<file path="src/rtl/calc_pkg.sv">
// Shared types and constants for the calculator result transmit path.
package calc_pkg;

  localparam int unsigned RESULT_W   = 9;
  localparam int unsigned BCD_DIGITS = 3;

  localparam logic [7:0] ASC_MINUS = 8'h2D;
  localparam logic [7:0] ASC_ZERO  = 8'h30;
  localparam logic [7:0] ASC_CR    = 8'h0D;
  localparam logic [7:0] ASC_LF    = 8'h0A;

  typedef enum logic [2:0] {
    IDLE,
    CONV,
    SIGN,
    HUND,
    TENS,
    ONES,
    CR,
    LF
  } tx_state_t;

  // Double-dabble correction: a BCD digit of 5 or more gets +3 before the shift.
  function automatic logic [3:0] add3(input logic [3:0] d);
    return (d >= 4'd5) ? d + 4'd3 : d;
  endfunction

endpackage

</file>
<file path="src/rtl/bin2bcd_seq.sv">
// Sequential binary-to-BCD converter (shift-add-3), one bit per cycle.
module bin2bcd_seq
  import calc_pkg::*;
(
  input  logic                clk,
  input  logic                reset,
  input  logic                start,
  input  logic [RESULT_W-1:0] bin,
  output logic                done,
  output logic [3:0]          hund,
  output logic [3:0]          tens,
  output logic [3:0]          ones
);

  logic [RESULT_W-1:0]     sh;
  logic [4*BCD_DIGITS-1:0] bcd;
  logic [4*BCD_DIGITS-1:0] bcd_adj;
  logic [3:0]              cnt;

  // Per-digit add-3 correction applied ahead of each shift.
  always_comb begin
    bcd_adj = {add3(bcd[11:8]), add3(bcd[7:4]), add3(bcd[3:0])};
  end

  // The load cycle also performs the first shift: with an all-zero BCD field
  // no correction is needed, so the nine shifts finish eight cycles after start.
  always_ff @(posedge clk or posedge reset) begin
    if (reset) begin
      sh   <= '0;
      bcd  <= '0;
      cnt  <= '0;
      done <= 1'b0;
    end else begin
      done <= 1'b0;
      if (start) begin
        bcd <= {{(4*BCD_DIGITS-1){1'b0}}, bin[RESULT_W-1]};
        sh  <= {bin[RESULT_W-2:0], 1'b0};
        cnt <= 4'(RESULT_W - 1);
      end else if (cnt != 4'd0) begin
        {bcd, sh} <= {bcd_adj, sh} << 1;
        cnt       <= cnt - 4'd1;
        done      <= (cnt == 4'd1);
      end
    end
  end

  assign hund = bcd[11:8];
  assign tens = bcd[7:4];
  assign ones = bcd[3:0];

endmodule

</file>
<file path="src/rtl/result_tx_formatter.sv">
// Streams each ALU result as an ASCII decimal line over the txdata/txclk/txready port.
module result_tx_formatter
  import calc_pkg::*;
#(
  parameter bit LZ_SUPPRESS = 1'b1,
  parameter bit EOL_EN      = 1'b1
) (
  input  logic       clk,
  input  logic       reset,
  input  logic [8:0] result,
  input  logic       sign,
  input  logic       result_valid,
  input  logic       txready,
  output logic [7:0] txdata,
  output logic       txclk,
  output logic       busy,
  output logic       overrun
);

  tx_state_t  state, next_state, first_digit;
  logic       sign_r;
  logic [8:0] mag_r;
  logic       conv_start, conv_done;
  logic [3:0] hund, tens, ones;
  logic [7:0] byte_next;

  assign conv_start = (state == IDLE) && result_valid;

  bin2bcd_seq u_bin2bcd (
    .clk   (clk),
    .reset (reset),
    .start (conv_start),
    .bin   (result),
    .done  (conv_done),
    .hund  (hund),
    .tens  (tens),
    .ones  (ones)
  );

  // State register, captured operands, byte register and overrun flag.
  always_ff @(posedge clk or posedge reset) begin
    if (reset) begin
      state   <= IDLE;
      sign_r  <= 1'b0;
      mag_r   <= '0;
      txdata  <= '0;
      overrun <= 1'b0;
    end else begin
      state   <= next_state;
      txdata  <= byte_next;
      overrun <= result_valid && busy;
      if (conv_start) begin
        sign_r <= sign;
        mag_r  <= result;
      end
    end
  end

  // First digit state to send, honouring leading-zero suppression.
  always_comb begin
    if (hund != 4'd0 || !LZ_SUPPRESS)
      first_digit = HUND;
    else if (tens != 4'd0)
      first_digit = TENS;
    else
      first_digit = ONES;
  end

  // Next-state logic: send states advance only on a transfer.
  always_comb begin
    next_state = state;
    unique case (state)
      IDLE: if (result_valid) next_state = CONV;
      CONV: if (conv_done) next_state = (sign_r && mag_r != '0) ? SIGN : first_digit;
      SIGN: if (txclk) next_state = first_digit;
      HUND: if (txclk) next_state = TENS;
      TENS: if (txclk) next_state = ONES;
      ONES: if (txclk) next_state = EOL_EN ? CR : IDLE;
      CR:   if (txclk) next_state = LF;
      LF:   if (txclk) next_state = IDLE;
      default: next_state = IDLE;
    endcase
  end

  // Byte loaded for the state being entered; outside send states the last byte holds.
  always_comb begin
    byte_next = txdata;
    unique case (next_state)
      SIGN:    byte_next = ASC_MINUS;
      HUND:    byte_next = ASC_ZERO + {4'b0, hund};
      TENS:    byte_next = ASC_ZERO + {4'b0, tens};
      ONES:    byte_next = ASC_ZERO + {4'b0, ones};
      CR:      byte_next = ASC_CR;
      LF:      byte_next = ASC_LF;
      default: byte_next = txdata;
    endcase
  end

  // Handshake and status outputs from registered state.
  always_comb begin
    txclk = 1'b0;
    busy  = (state != IDLE);
    unique case (state)
      SIGN, HUND, TENS, ONES, CR, LF: txclk = txready;
      default:                        txclk = 1'b0;
    endcase
  end

endmodule

</file>
<file path="config.mk">
export PLATFORM = sky130hd
export DESIGN_NAME = result_tx_formatter
export DESIGN_NICKNAME = d
export VERILOG_FILES = /design/src/rtl/calc_pkg.sv /design/src/rtl/bin2bcd_seq.sv /design/src/rtl/result_tx_formatter.sv
export SDC_FILE = /design/constraint.sdc
export NUM_CORES = 1
export LEC_CHECK = 0
export CORE_MARGIN = 2
export CORE_UTILIZATION = 55
export CTS_BUF_LIST = sky130_fd_sc_hd__clkbuf_4
export CTS_CLUSTER_DIAMETER = 30
export DETAILED_ROUTE_END_ITERATION = 6
export PLACE_DENSITY = 0.8
export SLEW_MARGIN = 20
export SYNTH_ARGS = -nofsm -noshare
export SYNTH_HDL_FRONTEND = slang
export SYNTH_SLANG_ARGS = --single-unit
</file>
<file path="constraint.sdc">
create_clock -name clk -period 2.4 [get_ports clk]
set_clock_uncertainty 0.1 [all_clocks]
set_input_delay 0.72 -clock clk [delete_from_list [all_inputs] [get_ports clk]]
set_output_delay 0.72 -clock clk [all_outputs]
set_load 0.02 [all_outputs]
</file>
==> out/results.ini <==
[outcome]
outcome = complete, no violations

[hold_path]
hold_start = mag_r[2]$_DFFE_PP0P_
whs_endpoint = mag_r[2]$_DFFE_PP0P_
min_path_cells = 2
hold_class = reg2reg

[worst_setup_path]
cp.required_ps = 2560
critPathKind = in2reg
critical_path.max_fanout = 9
end_kind = flip-flop
r2r_start = u_bin2bcd.bcd[9]$_DFFE_PP0P_
crit_arrival_ps = 2480
worst_path_most_repeated_cell = buf_4
cp_top_family = buffers and inverters
rr_endpoint = txdata[1]$_DFFE_PP0P_
r2r_cells = 9
start_kind = input pin
cp_slowest_stage_delay_ps = 490
rrSetupSlack_ps = 80
critPathBufInv = 4
crit_path_top_delay_cell = clkdlybuf4s50_1
path_cells = clkdlybuf4s50_1 -> buf_4 -> a21o_1 -> o311a_1 -> a211oi_1 -> buf_4 -> inv_1 -> nor2_1 -> a221o_1

[yosys]
yosys.area_share.simple_pct = 21.4
seq_area_frac_synth_pct = 45.8
synth_top_area_share_pct = 45.8
ys_top_cells_by_area = dfrtp_1 (46%), nand2_1 (7.8%), mux2i_1 (4.5%), ha_1 (4.1%), a21oi_1 (3.1%)
synthXorXnorAreaFrac_pct = 1.78
synthArstFlopShare_pct = 100
yosysWarnings = 0
yosysTopAreaCell = dfrtp_1
synth_flop_cell = dfrtp_1
synth_top_family_by_area = simple AND/OR/NAND/NOR gates
yosysUniqueCellTypes = 50
ys_ff_latch = 45
netlist_area_sq_mm = 0.00246
syn_avg_cell_area_sq_um = 9.23
synthMuxAreaShare_pct = 5.40
yosysMostFrequentCell = nand2_1
synth_edf_count = 0
synth-compound-area-share_pct = 16.3
netlist_instances = 266
synth-adder-area-share_pct = 4.08
synth.top_cells.by_count = nand2_1 (51), dfrtp_1 (45), a21oi_1 (15)

[route]
wl_per_cell_um = 14.2
ant_nets = 0
dr.pass1.iters = 4
wirelength_mm = 5.16
drt_iter0_drc = 150
vias = 2053
drcViolationCount = 0
viasPerCell = 5.64

[floorplanning]
die_y_um = 70.8
die_area_sq_mm = 0.00502
die_w_um = 70.8
start_util_pct = 56.8
io_pins = 25
core_area_sq_mm = 0.00432
rows = 24

[final_layout]
multi_input_area_sq_mm = 0.00124
seqCellArea_sq_mm = 0.00113
nets = 333
area_delta_synth_final_pct = 23.8
final_cell_area_sq_mm = 0.00304
utilization_pct = 70.3
fillCellCount = 355
drive_gt1_share_pct = 17.3
final_cells = 364
antennaDiodeCount = 0

[sta]
max_freq_mhz = 430
setup_viol = 0
worst_pin_slew_ps = 594
finalWorstSetupSlack_ps = 76.0
min_period_over_period_pct = 96.8
slew_viol_final = 0
hold_viol_final = 0
maxSlewHeadroom_pct = 60.2
fin_crit_ps = 2320

[power]
p_leak_nw = 1.39
p_total_w = 0.00436
power.density_mw_per_mm2 = 1430
irDropWorstVdd_mv = 0.627

[clocking]
cts_tree = yes
clkSlewWorstSetupHoldPaths_ps = 130
clkLatencyLatePin_ps = 360
clockRootBuffer = clkbuf_4
htree_levels = 2
cts.sinks = 45
clk_path_buf_depth = 2
cts_buffers = 5

[placement]
dpl.hpwl_mm = 3.70
placed_cell_area_sq_mm = 0.00291
globalplace.congestion = 0.858
io_buffers = 22
dp_cells = 353
place_ws_ps = -378

[grt]
grt_max_degree = 33
grt_pass1_vias = 1925
grt_antenna_before_repair = 0
grt_pass1_wl_mm = 8.71
grt-ovfl-total = 0
grt_use_total_pct = 21.9

[job]
drv_cap = 0

==> registers in the layout, summed over array words and instances, names as in the netlist <==
name,count
u_bin2bcd.cnt,4
txdata,6
u_bin2bcd.bcd,12
u_bin2bcd.done,1
state,3
mag_r,9
sign_r,1
overrun,1
u_bin2bcd.sh,8
==> where the power goes <==
part           switching [W]  internal [W]  total, W
sequential          0.000274       0.00111   0.00138
clock               0.000244      0.000228  0.000473
combinational        0.00126       0.00124   0.00250
total                0.00178       0.00258   0.00436
==> worst register-to-register path, cell delays in order (launching register included) <==
cell and delay, ps:
dfrtp_1 390, inv_1 70, ha_1 180, or3b_1 430, nor3_2 250, a211oi_1 90
buf_4 180, inv_1 140, nor2_1 60, a221o_1 340
==> cells by family after synthesis <==
family                   count (synthesis)
other                                    1
AND/OR/NAND/NOR                        105
AO/OA/AOI/OAI                           59
buffers and inverters                   30
adder cells (fa/ha/maj)                  8
flip-flops                              45
multiplexers                            13
XOR/XNOR                                 5
==> timing repair <==
item                       in CTS  in global routing
gates cloned                    0                  0
setup endpoints to repair       3                  4
setup buffers                   2                  1
hold buffers                    0                  0
pin swaps                       2                  3
resized for setup               7                  5
==> metal layers <==
layer,GRT usage (%),up-vias,share of wire (%)
met4,8.39,0,1.9
li1,-,1013,-
met2,35.5,42,49
met3,4.99,10,3.5
met1,29.0,988,46
met5,0,-,0
==> cell usage in the layout, fill, tap and decap left out, types with 2 or more instances in the layout <==
cell type,instances
a211oi_1,8
a21o_1,3
a21oi_1,15
a221o_1,2
buf_12,2
buf_4,29
clkbuf_4,6
clkdlybuf4s50_1,20
clkinv_1,3
conb_1,2
dfrtp_1,44
ha_1,8
inv_1,11
mux2i_1,11
nand2_1,51
nand2b_1,4
nand3_1,7
nor2_1,12
nor2b_1,2
nor3_1,4
nor3_2,2
nor3b_1,5
nor4_1,2
o211a_1,3
o211ai_1,4
o21ai_0,14
or3_1,2
or3b_2,2
xnor2_1,5
==> layout make-up <==
cell class / count / area share [%]
Inverter: 14 / 1.81
Multi-Input combinational cell: 192 / 40.9
Clock buffer: 6 / 1.48
Clock inverter: 2 / 1.11
Timing Repair Buffer: 53 / 15.5
Tap cell: 52 / 2.14
Sequential cell: 45 / 37.1
==> worst max-delay path by stage <==
stage | start | to | cells past startpoint | slack, ps
2_1_floorplan | u_bin2bcd.bcd[4]$_DFFE_PP0P_ | txdata[3]$_DFFE_PP0P_ | 8 | 150
3_3_place_gp | txready | txclk | 3 | -350
3_5_place_dp | txready | txdata[1]$_DFFE_PP0P_ | 8 | -380
4_1_cts | u_bin2bcd.bcd[4]$_DFFE_PP0P_ | txdata[3]$_DFFE_PP0P_ | 8 | 7
5_1_grt | u_bin2bcd.bcd[9]$_DFFE_PP0P_ | txdata[1]$_DFFE_PP0P_ | 9 | -40
6_report | txready | txdata[1]$_DFFE_PP0P_ | 9 | 80
==> through the flow <==
stage | hold WS, ps | TNS [ps]
2_1_floorplan | 338 | 0
3_3_place_gp | 350 | -1760
3_5_place_dp | 354 | -2050
4_1_cts | 385 | 0
5_1_grt | 420 | -59.7
6_report | 386 | 0
(Power assumes the default switching activity.)
